**src/rtl/alu_defs_pkg.sv**
```systemverilog
// Shared definitions for the pipelined ALU: opcode encoding, flag bundle
// and a legality helper used by the datapath.
package alu_defs_pkg;

  typedef enum logic [3:0] {
    OP_ADD    = 4'd0,
    OP_SUB    = 4'd1,
    OP_AND    = 4'd2,
    OP_OR     = 4'd3,
    OP_XOR    = 4'd4,
    OP_NOT_A  = 4'd5,
    OP_SHL    = 4'd6,
    OP_SHR    = 4'd7,
    OP_INC_A  = 4'd8,
    OP_DEC_A  = 4'd9,
    OP_PASS_B = 4'd10,
    OP_CMP    = 4'd11
  } alu_op_e;

  // Encodings above this value are reserved and flagged as errors.
  localparam logic [3:0] OP_LAST_LEGAL = 4'd11;

  typedef struct packed {
    logic carry;
    logic zero;
    logic ovf;
    logic err;
  } alu_flags_t;

  localparam alu_flags_t FLAGS_CLEAR = '0;

  function automatic logic op_is_legal(input logic [3:0] op);
    return (op <= OP_LAST_LEGAL);
  endfunction

endpackage

```
**src/rtl/alu_core.sv**
```systemverilog
// Combinational ALU datapath: one shared adder and one shared subtractor
// feed the arithmetic opcodes; logic/shift opcodes bypass them.
module alu_core
  import alu_defs_pkg::*;
#(
  parameter int WIDTH = 8
) (
  input  logic [WIDTH-1:0] a,
  input  logic [WIDTH-1:0] b,
  input  logic [3:0]       op,
  output logic [WIDTH-1:0] result,
  output alu_flags_t       flags
);

  localparam int MSB = WIDTH - 1;
  localparam logic [WIDTH-1:0] ONE = {{(WIDTH-1){1'b0}}, 1'b1};

  logic [WIDTH-1:0] addend;
  logic [WIDTH-1:0] subtrahend;
  logic [WIDTH:0]   sum;
  logic [WIDTH:0]   diff;
  logic             add_ovf;
  logic             sub_ovf;

  // INC/DEC reuse the ADD/SUB paths with a constant one as second operand.
  always_comb begin
    addend     = (op == OP_INC_A) ? ONE : b;
    subtrahend = (op == OP_DEC_A) ? ONE : b;
    sum        = {1'b0, a} + {1'b0, addend};
    diff       = {1'b0, a} - {1'b0, subtrahend};
    add_ovf    = (a[MSB] == addend[MSB]) && (sum[MSB] != a[MSB]);
    sub_ovf    = (a[MSB] != subtrahend[MSB]) && (diff[MSB] != a[MSB]);
  end

  always_comb begin
    result = '0;
    flags  = FLAGS_CLEAR;
    case (op)
      OP_ADD, OP_INC_A: begin
        result      = sum[WIDTH-1:0];
        flags.carry = sum[WIDTH];
        flags.ovf   = add_ovf;
      end
      OP_SUB, OP_DEC_A: begin
        result      = diff[WIDTH-1:0];
        flags.carry = diff[WIDTH];
        flags.ovf   = sub_ovf;
      end
      OP_CMP: begin
        result      = '0;
        flags.carry = diff[WIDTH];
        flags.ovf   = sub_ovf;
      end
      OP_AND:    result = a & b;
      OP_OR:     result = a | b;
      OP_XOR:    result = a ^ b;
      OP_NOT_A:  result = ~a;
      OP_SHL:    result = a << b[2:0];
      OP_SHR:    result = a >> b[2:0];
      OP_PASS_B: result = b;
      default:   flags.err = 1'b1;
    endcase
    // CMP forces a zero result, so its zero flag reports equality instead.
    if (op_is_legal(op)) begin
      flags.zero = (op == OP_CMP) ? (a == b) : (result == '0);
    end
  end

endmodule

```
**src/rtl/alu_pipelined.sv**
```systemverilog
// Pipelined ALU: the datapath result is captured into stage 0 and then
// delayed through STAGES-1 further registers that stall as one unit.
module alu_pipelined
  import alu_defs_pkg::*;
#(
  parameter int WIDTH  = 8,
  parameter int STAGES = 2
) (
  input  logic             clock,
  input  logic             reset,
  input  logic             in_valid,
  output logic             in_ready,
  input  logic [WIDTH-1:0] a_in,
  input  logic [WIDTH-1:0] b_in,
  input  logic [3:0]       op_in,
  output logic             out_valid,
  input  logic             out_ready,
  output logic [WIDTH-1:0] result_out,
  output logic             carry_out,
  output logic             zero_out,
  output logic             ovf_out,
  output logic             err_out,
  output logic [15:0]      op_count
);

  logic [WIDTH-1:0] core_result;
  alu_flags_t       core_flags;

  alu_core #(.WIDTH(WIDTH)) u_core (
    .a      (a_in),
    .b      (b_in),
    .op     (op_in),
    .result (core_result),
    .flags  (core_flags)
  );

  logic             stg_valid  [STAGES];
  logic [WIDTH-1:0] stg_result [STAGES];
  alu_flags_t       stg_flags  [STAGES];
  logic             advance;

  // Handshake: a side transfers on a cycle where its valid and ready are both
  // high at the rising edge; valid must hold until it transfers. The whole
  // pipe moves only when the last stage is empty or being drained, so bubbles
  // never collapse and in_ready follows out_ready combinationally.
  assign out_valid = stg_valid[STAGES-1];
  assign in_ready  = out_ready || !out_valid;
  assign advance   = in_ready;

  always_ff @(posedge clock) begin
    if (reset) begin
      for (int i = 0; i < STAGES; i++) begin
        stg_valid[i]  <= 1'b0;
        stg_result[i] <= '0;
        stg_flags[i]  <= FLAGS_CLEAR;
      end
    end else if (advance) begin
      // Bubbles carry zeroed payload so idle outputs read as zero.
      stg_valid[0]  <= in_valid;
      stg_result[0] <= in_valid ? core_result : '0;
      stg_flags[0]  <= in_valid ? core_flags : FLAGS_CLEAR;
      for (int i = 1; i < STAGES; i++) begin
        stg_valid[i]  <= stg_valid[i-1];
        stg_result[i] <= stg_result[i-1];
        stg_flags[i]  <= stg_flags[i-1];
      end
    end
  end

  always_ff @(posedge clock) begin
    if (reset) begin
      op_count <= '0;
    end else if (out_valid && out_ready) begin
      op_count <= op_count + 16'd1;
    end
  end

  assign result_out = stg_result[STAGES-1];
  assign carry_out  = stg_flags[STAGES-1].carry;
  assign zero_out   = stg_flags[STAGES-1].zero;
  assign ovf_out    = stg_flags[STAGES-1].ovf;
  assign err_out    = stg_flags[STAGES-1].err;

endmodule

```
**config.mk**
```make
export PLATFORM = sky130hd
export DESIGN_NAME = alu_pipelined
export DESIGN_NICKNAME = d
export VERILOG_FILES = /design/src/rtl/alu_defs_pkg.sv /design/src/rtl/alu_core.sv /design/src/rtl/alu_pipelined.sv
export SDC_FILE = /design/constraint.sdc
export NUM_CORES = 1
export LEC_CHECK = 0
export CAP_MARGIN = 20
export CORE_UTILIZATION = 40
export CTS_BUF_LIST = sky130_fd_sc_hd__clkbuf_4
export DETAILED_ROUTE_END_ITERATION = 6
export MAX_ROUTING_LAYER = met4
export RECOVER_POWER = 25
export SETUP_SLACK_MARGIN = 0.2
export SLEW_MARGIN = 10
export SYNTH_ARGS = -nofsm -noshare
export SYNTH_HDL_FRONTEND = slang
export SYNTH_HIERARCHICAL = 1
export SYNTH_SLANG_ARGS = --single-unit
```
**constraint.sdc**
```tcl
create_clock -name clock -period 4.9 [get_ports clock]
set_clock_uncertainty 0.15 [all_clocks]
set_input_delay 0.735 -clock clock [delete_from_list [all_inputs] [get_ports clock]]
set_output_delay 0.735 -clock clock [all_outputs]
set_load 0.02 [all_outputs]
```
## Word-level counts from Yosys, hierarchy flattened

Memories as Yosys holds them, arrays and structs flattened.
Cells that the tools add are included.

- Memories: 3
- Logic and storage cells: 68
- Bits in registers: 16
- Output and inout bits: 30
- Bits in writable memories: 26
- Input bits: 24

Memory list:

| memory | depth | width | read ports | clocked after Yosys merged registers in | write ports | line | text |
|---|---|---|---|---|---|---|---|
| stg_result | 2 | 8 | 2 | 0 | 2 | alu_pipelined.sv:38 | `logic [WIDTH-1:0] stg_result [STAGES];` |
| stg_flags | 2 | 4 | 2 | 0 | 2 | alu_pipelined.sv:39 | `alu_flags_t stg_flags [STAGES];` |
| stg_valid | 2 | 1 | 2 | 0 | 2 | alu_pipelined.sv:37 | `logic stg_valid [STAGES];` |

- Reduce and logical (&&, ||, !) cells: 11
- Bitwise gates (word level): 10
- Equal/unequal tests: 16
- Order comparisons: 1
- Mux-type cells: 21
- Shift operators: 2
- $add $sub $neg: 3

Operators by type and width:

| kind | count |
|---|---|
| 8-bit one-hot mux with 9 select lines | 1 |
| 8-bit two-way mux | 5 |
| 16-bit by 1-bit adder with 16-bit output, second input constant | 1 |
| 4-bit by 3-bit equality test with 1-bit output, second input constant | 4 |
| 4-bit equality test, second input constant | 4 |
| 4-bit two-way mux | 3 |
| 12-bit OR reduction | 1 |
| 1-bit two-way mux | 10 |
| 8-bit by 8-bit adder with 9-bit output | 1 |
| 8-bit by 8-bit subtractor with 9-bit output | 1 |
| 8-bit bitwise AND | 1 |
| 4-bit by 2-bit equality test with 1-bit output, second input constant | 2 |
| 8-bit equality test | 1 |
| 8-bit zero test | 1 |
| 8-bit NOT | 1 |
| 8-bit OR | 1 |
| 8-bit by 3-bit << shifter with 8-bit output | 1 |
| 8-bit by 3-bit >> shifter with 8-bit output | 1 |
| 8-bit bitwise XOR | 1 |
| 1-bit OR | 6 |
| 4-bit by 1-bit equality test with 1-bit output, second input constant | 1 |
| 4-bit <= comparator, second input constant | 1 |
| 4-bit zero test | 1 |
| 1-bit one-hot mux with 2 select lines | 2 |
| 7 further kinds | 12 |

## Depth between registers and ports, before layout

Gate-level depths: netlist of run 1.

- Depth in word-level cells: 9
- Gate-level depth with buffers: 17
- Gate-level depth less buffers: 14

## Cells and area by module

The synthesis of run 1 kept the hierarchy.

Modules (own cells, without submodules):

| module | instances | cells an instance | area each (sq um) | seq. area each (sq um) |
|---|---|---|---|---|
| alu_core | 1 | 313 | 2293.4 | 0.0 |
| alu_pipelined | 1 | 144 | 1750.4 | 1101.1 |

## Worst setup path after synthesis of run 1

No wires, ideal clock.

- Kind: input port to flip-flop
- From: input op_in[2]
- To: memory stg_flags[0][2] in the netlist's numbering (data pin)
- Arrival time: 3.690 ns
- Buffers on the path: 3
- Data required time: 4.618 ns
- Cell stages on the path: 16
- Setup slack: 0.928 ns
- Library setup time: 0.132 ns
- Path through: buf_6 > nor3_1 > clkbuf_1 > and2_1 > clkbuf_1 > nand2b_1 > inv_1 > ha_1 > a211o_1 > o211ai_2 > nand3b_1 > a31oi_2 > xnor2_1 > a221o_1 > and4bb_1 > and3_1

RTL lines:

| element | line | text |
|---|---|---|
| start, declared | alu_pipelined.sv:15 | `input logic [3:0] op_in,` |
| end, declared | alu_pipelined.sv:39 |  |

==> results of run 1 <==
[cell usage after synthesis, drive strengths merged, types with 8 or more instances]
cell | n | area, um2
mux2i | 8 | 80.08
nand2 | 32 | 120.1
clkbuf | 9 | 33.78
and2 | 17 | 106.4
nor3 | 13 | 65.06
edfxtp | 26 | 780.8
dfxtp | 16 | 320.3
nand3 | 13 | 65.06
nand4 | 13 | 96.34
and3 | 15 | 93.84
o21ai | 19 | 95.09
nor2b | 9 | 56.30
buf | 22 | 175.2
a21oi | 16 | 80.08
xor2 | 13 | 113.9
nor4 | 9 | 56.30
inv | 21 | 78.82
ha | 37 | 462.9
nor2 | 41 | 153.9
nand2b | 12 | 75.07
[sequential cells by signal, summed over array words and instances, names as in the netlist]
signal      flops
stg_flags       8
stg_result     16
op_count       16
stg_valid       2
[worst reg2reg max path: cells and delay by family (launching register included)]
family / cells / cell delay [ns]
buffers and inverters: 1 / 0.24
flip-flops: 1 / 0.50
AND/OR/NAND/NOR: 3 / 0.72
[cell usage in the layout (no fill, tap or decap), types with 15 or more instances in the layout]
master	n
clkdlybuf4s50_1	43
nor2_1	41
ha_1	37
nand2_1	32
edfxtp_1	26
inv_1	20
o21ai_0	19
a21oi_1	16
and2_1	16
dfxtp_1	16
and3_1	15
buf_4	15
[final timing paths]
check	startpoint	endpoint	cells past startpoint	slack (ns)
hold / removal	op_count[15]	op_count[15]	2	0.34
setup / recovery	op_in[2]	stg_flags[0][2]	14	0.78
setup reg to reg	stg_valid[0][1]	stg_result[0][7]	4	3.05
hold reg to reg	op_count[15]	op_count[15]	2	0.34
[through the flow]
| step | utilization | cells | hold slack (ns) | area (um2) | total power, mW |
|---|---|---|---|---|---|
| after global placement | 0.4744 | 626 | 0.3192 | 4637 | 0.6976 |
| after detailed placement | 0.4744 | 626 | 0.3326 | 4637 | 0.6972 |
| after floorplan | - | 457 | 0.3467 | 4044 | 0.6031 |
| final | 0.4817 | 635 | 0.3418 | 4708 | 0.9091 |
| after global routing | 0.4817 | 635 | 0.3849 | 4708 | 0.9590 |
| after CTS | 0.4828 | 634 | 0.3506 | 4720 | 0.9169 |
[report_power, final]
part           leakage [nW]  switching, mW  internal, mW
combinational          1.46          0.172         0.128
sequential            0.441        0.00420         0.388
clock                0.0419          0.103         0.113
total                  1.95          0.279         0.630
[logic make-up (layout without fill, tap and decap cells)]
kind of cell	after synthesis	after routing	share of synthesized area
fa+ha+maj	39	39	0.1244
flops	42	42	0.2723
xor+xnor	20	20	0.04332
simple gates	201	201	0.2797
mux	17	17	0.06157
buf+inv	54	99	0.07302
compound gates	84	84	0.1457
[layout make-up]
| cell class | instances | area, um2 |
|---|---|---|
| clock inverter | 2 | 37.54 |
| tap | 133 | 166.4 |
| timing repair buffer | 68 | 643.1 |
| fill | 964 | 5066 |
| inverter | 23 | 86.33 |
| clock buffer | 6 | 45.04 |
| multi-input combinational | 361 | 2629 |
| sequential | 42 | 1101 |
[per-layer routing]
| layer | up-vias | track usage | wire [um] |
|---|---|---|---|
| met5 | - | - | 0 |
| li1 | 1767 | - | - |
| met1 | 1704 | 0.2950 | 4828 |
| met3 | 28 | 0.01559 | 620 |
| met2 | 143 | 0.3533 | 5159 |
| met4 | 0 | 0.08352 | 331 |
==> metrics.log, run 1 <==
INFO  metric setup_violations = 0
INFO  metric gp_congestion = approximately 1
INFO  metric die_area = between 10000 and 15000 um2
INFO  metric floorplan.die.width = between 100 and 150 um
INFO  metric final.setup.tns = 0 ns
INFO  metric cp.required = about 5 ns
INFO  metric drt.antenna.violating_nets = 0
INFO  metric powerDensity = between 150 and 200 nW/um2
INFO  metric net_count_after_synthesis = 520
INFO  metric cts_hold_repair.buffers = 0
INFO  metric root_buffer = clkbuf_4
INFO  metric die_height = just over 100 um
INFO  metric hpwl = about 8500 um
INFO  metric groute.usage.overall = 0.2218
INFO  metric grt_setup_unrepaired = no
INFO  metric finalWorstSetupSlack = 0.7792 ns
INFO  metric synth.distinct_cells = 72
INFO  metric clock_tree_sinks = 42
INFO  metric fmax = 242.7 MHz
INFO  metric post_synth_instance_area = a little over 4000 um2
INFO  metric post_drt_wl_per_cell = 17.23 um
INFO  metric post_synth.cell_area_avg = ~8.8 um2
INFO  metric ys_seq_area_frac = 0.2723
INFO  metric synth-edff-count = 26
INFO  metric num_vias = ~3600
INFO  metric slew_headroom = 0.5841
INFO  metric drc = 0
INFO  metric numCtsBuffers = 5
INFO  metric post_syn_instances = 457
INFO  metric postRouteWirelength = 10940 um
INFO  metric critPathKind = in -> reg
INFO  metric final_max_slew_viols = 0
INFO  metric drtIter0Drc = 231
INFO  metric drt_first_pass_iters = 5
INFO  metric clk_path_buf_depth = 2
INFO  metric critPathMaxFanout = 8
INFO  metric ir_worst_vdd = 0.1520 mV
INFO  metric initial_core_util = 0.4137
INFO  metric grt_remaining_overflow = 0
INFO  metric postCtsResizedCells = 0
INFO  metric crit_path_max_incr_delay = approximately 0.54 ns
INFO  metric cts.clk_slew.worst_paths = 0.12 ns
INFO  metric worst_ep_arrival_time = 4.17 ns
INFO  metric status = finished clean
INFO  metric floorplan.core_area = just under 10000 um2
INFO  metric synth.ff_latch_count = 42
INFO  metric grt_start_max_net_pins = 29
INFO  metric vias_in_the_first_global_route = 3349
INFO  metric post-route-period-util = 0.8410
INFO  metric cpLargestDelayFamily = simple AND/OR/NAND/NOR gates
INFO  metric startpoint_type = input port
INFO  metric cts_tree = built
INFO  metric clkLatencyLatePin = between 0.3 and 0.4 ns
INFO  metric synth-main-ff-cell = edfxtp_1
INFO  metric timing_hold_violations_final = 0
INFO  metric critical_path_buf_inv_count = 2
INFO  metric dpl_worst_slack = approximately 0.48 ns
INFO  metric antennaDiodeCount = 0
INFO  metric pin_count = 54
INFO  metric hold_class = reg -> reg
INFO  metric ys_warns = 6
INFO  metric final_nets = approximately 560
INFO  metric avgViaCountPerCell = around 5.7
INFO  metric area.growth.synth_to_final = 16.43%
INFO  metric post_route_cells_drive_above_1_share = 0.08566
INFO  metric min_period = a little over 4 ns
INFO  metric power.leakage = 1.947 nW
INFO  metric core.rowCount = 36
INFO  metric cpMaxStageDelayCell = clkdlybuf4s50_1
INFO  metric setup_fix_buffers_added_after_clock_tree_synthesis = 0
INFO  metric async_flop_share = 0
INFO  metric worstPathCellList = clkdlybuf4s50_1 > nor3_1 > and2_1 > or2_2 > ha_1 > inv_1 > fa_1 > nand2b_1 > a21oi_1 > o21ai_0 > a211o_1 > nor4_1 > and4bb_1 > and3_1
INFO  metric buffer_ports.inserted = between 50 and 60
INFO  metric antenna_violations_before_repair = 0
INFO  metric endpoint_kind = flip-flop
INFO  metric drv.max_cap_violation_count = 0
INFO  metric grt_first_pass_wirelength = around 17000 um
INFO  metric cts-htree-levels = 2
INFO  metric worst-slew-pin-transition = slightly above 0.6 ns
Note: power is estimated with default switching activity, not from simulation.
==> inputs of run 2 (changes only) <==
==> constraint.sdc (replaced) <==
create_clock -name clock -period 3.5 [get_ports clock]
set_clock_uncertainty 0.15 [all_clocks]
set_input_delay 0.525 -clock clock [delete_from_list [all_inputs] [get_ports clock]]
set_output_delay 0.525 -clock clock [all_outputs]
set_load 0.02 [all_outputs]
==> run 2 against run 1 <==
Effect of this change:
- first-iteration DRC count decreased by 24%
- combinational power is 75% higher
- die area is the same
- wire length grew 7.7%
- clock-buffer cell count is 1 lower
- sequential power up 40%
- worst hold slack better by 0.011 ns
- via count increased by 6.6%
- clock power rose by 9.7%
- sequential share of layout area decreased by 2.6 points
- power is 44% higher
- setup slack lost 0.45 ns
- critical path type unchanged
- largest cell class unchanged
- largest power group unchanged
- highest routed layer unchanged
==> metrics.log, run 2 (synthesis gave the netlist of run 1 again) <==
INFO  metric die_height = about 100 um
INFO  metric drt.antenna.violating_nets = 0
INFO  metric combined_area_of_the_multi_input_logic_cells = about 2700 um2
INFO  metric fin_total_pwr = between 1 and 1.5 mW
INFO  metric final_nets = roughly 630
INFO  metric clk_path_buf_depth = 2
INFO  metric timing_hold_violations_final = 0
INFO  metric cts-htree-levels = 2
INFO  metric cp.required = between 3 and 4 ns
INFO  metric powerDensity = approximately 250 nW/um2
INFO  metric buffer_ports.inserted = between 50 and 60
INFO  metric critPathMaxFanout = 3
INFO  metric finalWorstSetupSlack = approximately 0.33 ns
INFO  metric fin_util = 0.5417
INFO  metric groute.usage.overall = 0.2418
INFO  metric cts.clk_slew.worst_paths = 0.13 ns
INFO  metric cpLargestDelayFamily = simple AND/OR/NAND/NOR gates
INFO  metric crit_path_max_incr_delay = between 0.4 and 0.5 ns
INFO  metric area.growth.synth_to_final = 30.94%
INFO  metric hold_class = reg -> reg
INFO  metric gp_congestion = about 0.94
INFO  metric numCtsBuffers = 5
INFO  metric grt_setup_unrepaired = no
INFO  metric floorplan.core_area = approximately 10000 um2
INFO  metric dpl_worst_slack = -0.3738 ns
INFO  metric num_vias = 3881
INFO  metric post_drt_wl_per_cell = about 17 um
INFO  metric hpwl = around 9400 um
INFO  metric postRouteWirelength = between 10000 and 15000 um
INFO  metric root_buffer = clkbuf_4
INFO  metric layout.filler_cells = 973
INFO  metric final.setup.tns = 0 ns
INFO  metric post-route-period-util = 0.9047
INFO  metric status = finished clean
INFO  metric cp.depth = 14
INFO  metric cts_tree = built
INFO  metric floorplan.die.width = between 100 and 150 um
INFO  metric min_period = ~3.2 ns
INFO  metric grt_start_max_net_pins = 31
INFO  metric final_max_slew_viols = 0
INFO  metric endpoint_kind = flip-flop
INFO  metric avgViaCountPerCell = 5.521
INFO  metric cp-startpoint = op_in[0]
INFO  metric die_area = 10520 um2
INFO  metric final_cell_mix = buf_4, nor2_1, clkdlybuf4s50_1, ha_1, nand2_1
INFO  metric biggestRegsByFlops = op_count (16), stg_result (16), stg_flags (8)
INFO  metric pin_count = between 50 and 60
INFO  metric antenna_violations_before_repair = 0
INFO  metric cpMaxStageDelayCell = fa_1
INFO  metric worst_hold_path.num_cells = 2
INFO  metric power.leakage = between 2 and 2.5 nW
INFO  metric clkLatencyLatePin = 0.35 ns
INFO  metric worst-slew-pin-transition = 0.5826 ns
INFO  metric origin_of_the_worst_min_delay_path = op_count[15]
INFO  metric ir_worst_vdd = roughly 0.14 mV
INFO  metric initial_core_util = 0.4137
INFO  metric r2r-start = stg_valid[0][1]
INFO  metric drc = 0
INFO  metric drt_first_pass_iters = 4
INFO  metric vias_in_the_first_global_route = around 3700
INFO  metric drtIter0Drc = between 150 and 200
INFO  metric clock_tree_sinks = 42
INFO  metric area.sequential = roughly 1100 um2
INFO  metric worst_ep_arrival_time = 3.25 ns
INFO  metric drv.max_cap_violation_count = 0
INFO  metric grt_first_pass_wirelength = 18770 um
INFO  metric core.rowCount = 36
INFO  metric fmax = between 300 and 400 MHz
INFO  metric timing.reg2reg.setup_slack = roughly 1.6 ns
INFO  metric grt_remaining_overflow = 0
INFO  metric worstPathCellList = dlygate4sd2_1 > nor3b_2 > nand2_2 > nand2_1 > ha_1 > fa_1 > nand2b_4 > o2bb2ai_2 > o21ai_2 > xor2_1 > a211o_1 > nor4_2 > and4bb_1 > and3_1
INFO  metric setup_violations = 0
INFO  metric post_route_cells_drive_above_1_share = 0.2246
INFO  metric startpoint_type = input port
INFO  metric critPathKind = in -> reg
INFO  metric final_common_cell = buf_4
INFO  metric r2r_cells = 4
INFO  metric critical_path_buf_inv_count = 1
INFO  metric antennaDiodeCount = 0
INFO  metric slew_headroom = 0.6116
[run 2: cell types whose count changed in the layout (fill, tap and decap cells not counted), moves of 3 or more]
cell / before / now
buf_4: 15 / 82
dlygate4sd2_1: 0 / 3
dlygate4sd3_1: 10 / 7
nand2b_1: 12 / 9
nand2b_4: 0 / 3
[run 2: final cells by class]
cell class	instances	share of cell area
Inverter	23	0.01630
Clock buffer	5	0.007089
Multi-Input combinational cell	361	0.5156
Timing Repair Buffer	136	0.2188
Tap cell	133	0.03143
Clock inverter	3	0.002836
Sequential cell	42	0.2079
[run 2: path summary, 6_finish.rpt]
| kind | end |
|---|---|
| worst min-delay path | op_count[15] |
| worst min register to register | op_count[15] |
| worst max register to register | stg_flags[0][1] |
| worst max-delay path | stg_flags[0][2] |
[run 2: stage by stage]
stage	instance area, um2	hold slack (ns)	cells
final	5295	0.3529	703
after global routing	5295	0.3851	703
after CTS	5263	0.3585	701
after detailed placement	5170	0.3400	688
after global placement	5159	0.3205	687
after floorplan	4136	0.3467	457
[run 2: worst register-to-register path, stage by stage (launching register included)]
cell,delay (ns)
edfxtp_1,0.51
or2b_2,0.23
nor2b_1,0.46
buf_6,0.22
and3_1,0.17
[run 2: routing by layer]
layer | GRT usage | routed length (um)
met5 | - | 0
met4 | 0.09451 | 346
met3 | 0.01288 | 386
met2 | 0.4174 | 5930
met1 | 0.2964 | 5124
[run 2: timing repair]
action,in CTS,in global routing
hold buffers,0,0
buffers inserted,5,2
setup endpoints to repair,1,2
pin swaps,1,5
resized for setup,4,8
[run 2: power breakdown]
group	internal [mW]	switching [mW]
logic	0.257	0.267
clock network	0.0763	0.160
registers	0.544	0.00602
==> inputs of run 3 (changes only) <==
--- a/config.mk
+++ b/config.mk
@@ -6,6 +6,7 @@
 export NUM_CORES = 1
 export LEC_CHECK = 0
 export CAP_MARGIN = 20
+export CORE_ASPECT_RATIO = 1.75
 export CORE_UTILIZATION = 40
 export CTS_BUF_LIST = sky130_fd_sc_hd__clkbuf_4
 export DETAILED_ROUTE_END_ITERATION = 6
@@ -17,3 +18,4 @@
 export SYNTH_HDL_FRONTEND = slang
 export SYNTH_HIERARCHICAL = 1
 export SYNTH_SLANG_ARGS = --single-unit
+export TNS_END_PERCENT = 50
==> run 3 against run 2 <==
Effect of this change:
- combinational power hardly changed
- wire length increased by 6.6%
- register-to-register slack is essentially flat
==> metrics.log, run 3 (synthesis gave the netlist of run 1 again) <==
INFO  metric status = finished clean
INFO  metric cpMaxStageDelayCell = clkdlybuf4s50_1
INFO  metric grt_start_max_net_pins = 29
INFO  metric drt_first_pass_iters = 4
INFO  metric drtIter0Drc = around 150
INFO  metric drt.antenna.violating_nets = 0
INFO  metric final_nets = 624
INFO  metric cts-htree-levels = 2
INFO  metric clk_path_buf_depth = 2
INFO  metric powerDensity = ~250 nW/um2
INFO  metric floorplan.die.width = ~80 um
INFO  metric fmax = 311.1 MHz
INFO  metric die_height = 135.0 um
INFO  metric final.setup.tns = 0 ns
INFO  metric post_drt_wl_per_cell = roughly 18 um
INFO  metric route.layer.met1.wl = 4280 um
INFO  metric area.growth.synth_to_final = 30.23%
INFO  metric initial_core_util = 0.4106
INFO  metric root_buffer = clkbuf_4
INFO  metric avgViaCountPerCell = 5.691
INFO  metric die_area = about 11000 um2
INFO  metric min_period = about 3.2 ns
INFO  metric clock_tree_sinks = 42
INFO  metric critPathKind = in -> reg
INFO  metric timing.reg2reg.setup_slack = 1.62 ns
INFO  metric worst-slew-pin-transition = slightly above 0.7 ns
INFO  metric power.leakage = around 2.3 nW
INFO  metric fin_total_pwr = 1.309 mW
INFO  metric power_frac_comb = 0.400
INFO  metric antennaDiodeCount = 0
INFO  metric pin_count = between 50 and 60
INFO  metric postRouteWirelength = between 10000 and 15000 um
INFO  metric routed-wl-met3 = 443 um
INFO  metric ir_worst_vdd = a little over 0.2 mV
INFO  metric cts_tree = built
INFO  metric critPathMaxFanout = 4
INFO  metric numCtsBuffers = 5
INFO  metric highest_layer_used_for_signal_routing = met4
INFO  metric final_max_slew_viols = 0
INFO  metric worstPathCellList = clkdlybuf4s50_1 > buf_4 > mux4_2 > o2bb2ai_1 > nor4_4 > buf_4 > nand4_1 > nor4_2 > and4bb_1 > and3_1
INFO  metric path_common_cell = buf_4
INFO  metric seqPwrFrac = 0.420
INFO  metric crit_path_max_incr_delay = 0.64 ns
INFO  metric sw_frac_of_total = 0.3283
INFO  metric floorplan.core_area = approximately 9800 um2
INFO  metric fin_util = 0.5347
INFO  metric drv.max_cap_violation_count = 0
INFO  metric buffer_ports.inserted = 53
INFO  metric slew_headroom = 0.5191
INFO  metric grt_setup_unrepaired = no
INFO  metric drc = 0
INFO  metric post_dp_cell_area = around 5200 um2
INFO  metric clkLatencyLatePin = between 0.3 and 0.4 ns
INFO  metric final_cell_mix = buf_4, nor2_1, clkdlybuf4s50_1, ha_1, nand2_1
INFO  metric power.clock.fraction = 0.180
INFO  metric power_report.internal_total = between 0.8 and 0.9 mW
INFO  metric timing_hold_violations_final = 0
INFO  metric power_switching = 0.4298 mW
INFO  metric fin_worst_hold_slack = 0.3497 ns
INFO  metric final_common_cell = buf_4
INFO  metric worst_ep_arrival_time = between 3 and 4 ns
INFO  metric setup_violations = 0
INFO  metric endpoint_kind = flip-flop
INFO  metric antenna_violations_before_repair = 0
INFO  metric hpwl = a little over 10000 um
INFO  metric cp.required = about 3.6 ns
INFO  metric gp_congestion = about 0.99
INFO  metric cts.clk_slew.worst_paths = 0.12 ns
INFO  metric met2RoutedLength = between 6000 and 7000 um
INFO  metric groute.usage.overall = 0.2543
INFO  metric postLayoutCellArea = 5266 um2
INFO  metric cts_hold_repair.buffers = 0
INFO  metric core.rowCount = 48
INFO  metric grt_first_pass_wirelength = about 20000 um
INFO  metric grt_remaining_overflow = 0
INFO  metric num_vias = 3910
INFO  metric vias_in_the_first_global_route = a little under 4000
INFO  metric hold_class = reg -> reg
INFO  metric startpoint_type = input port
INFO  metric post-route-period-util = 0.9184
INFO  metric biggestRegsByFlops = op_count (16), stg_result (16), stg_flags (8)
INFO  metric post_route_cells_drive_above_1_share = 0.2100
## run 3: cell count changes in the layout (fill, tap and decap cells not counted), moves of 2 or more
cell           before  now
and2_1             14   16
and2_0              2    0
dlygate4sd3_1       7    9
buf_12              0    3
buf_4              82   72
## run 3: worst paths after layout
kind / to / depth (start not counted) / from
hold / removal: op_count[15] / 2 / op_count[15]
hold reg to reg: op_count[15] / 2 / op_count[15]
setup / recovery: stg_flags[0][2] / 10 / b_in[1]
setup reg to reg: stg_result[0][6] / 3 / stg_valid[0][1]
## run 3: metal layers
| layer | track usage | vias up |
|---|---|---|
| met5 | - | - |
| met4 | 0.2191 | 0 |
| met3 | 0.02568 | 59 |
| met2 | 0.4631 | 130 |
| met1 | 0.2322 | 1832 |
| li1 | - | 1889 |
## run 3: final cells by class
type,instances,area [um2]
clock buffers,6,45.04
clock inverters,2,8.758
fillers,955,4583
inverters,23,86.33
multi-input cells,361,2739
flip-flops and latches,42,1101
well taps,125,156.4
repair buffers,128,1130
## run 3: worst max-delay path: cells and delay by family
kind / cells / cell delay [ns]
and+or+nand+nor: 5 / 1.08
muxes: 1 / 0.49
buffers and inverters: 3 / 0.98
AOI/OAI and AO/OA: 1 / 0.21
## run 3: stage by stage
stage	setup WS [ns]	std cells
2_1_floorplan	0.1278	457
3_3_place_gp	-0.3131	677
3_5_place_dp	-0.3635	677
4_1_cts	0.2060	685
5_1_grt	0.2061	687
6_report	0.2855	687
## run 3: power by group through the flow
stage	Sequential, mW	Combinational [mW]	Clock [mW]
floorplan	0.565	0.291	0
global placement	0.561	0.504	0
detailed placement	0.562	0.510	0
CTS	0.551	0.514	0.247
global route	0.552	0.566	0.264
finish	0.550	0.524	0.236
## run 3: timing repair
item                       in CTS  in global routing
buffers inserted                0                  2
setup endpoints to repair       1                  1
resized for setup               5                  6
pin swaps                       1                  5
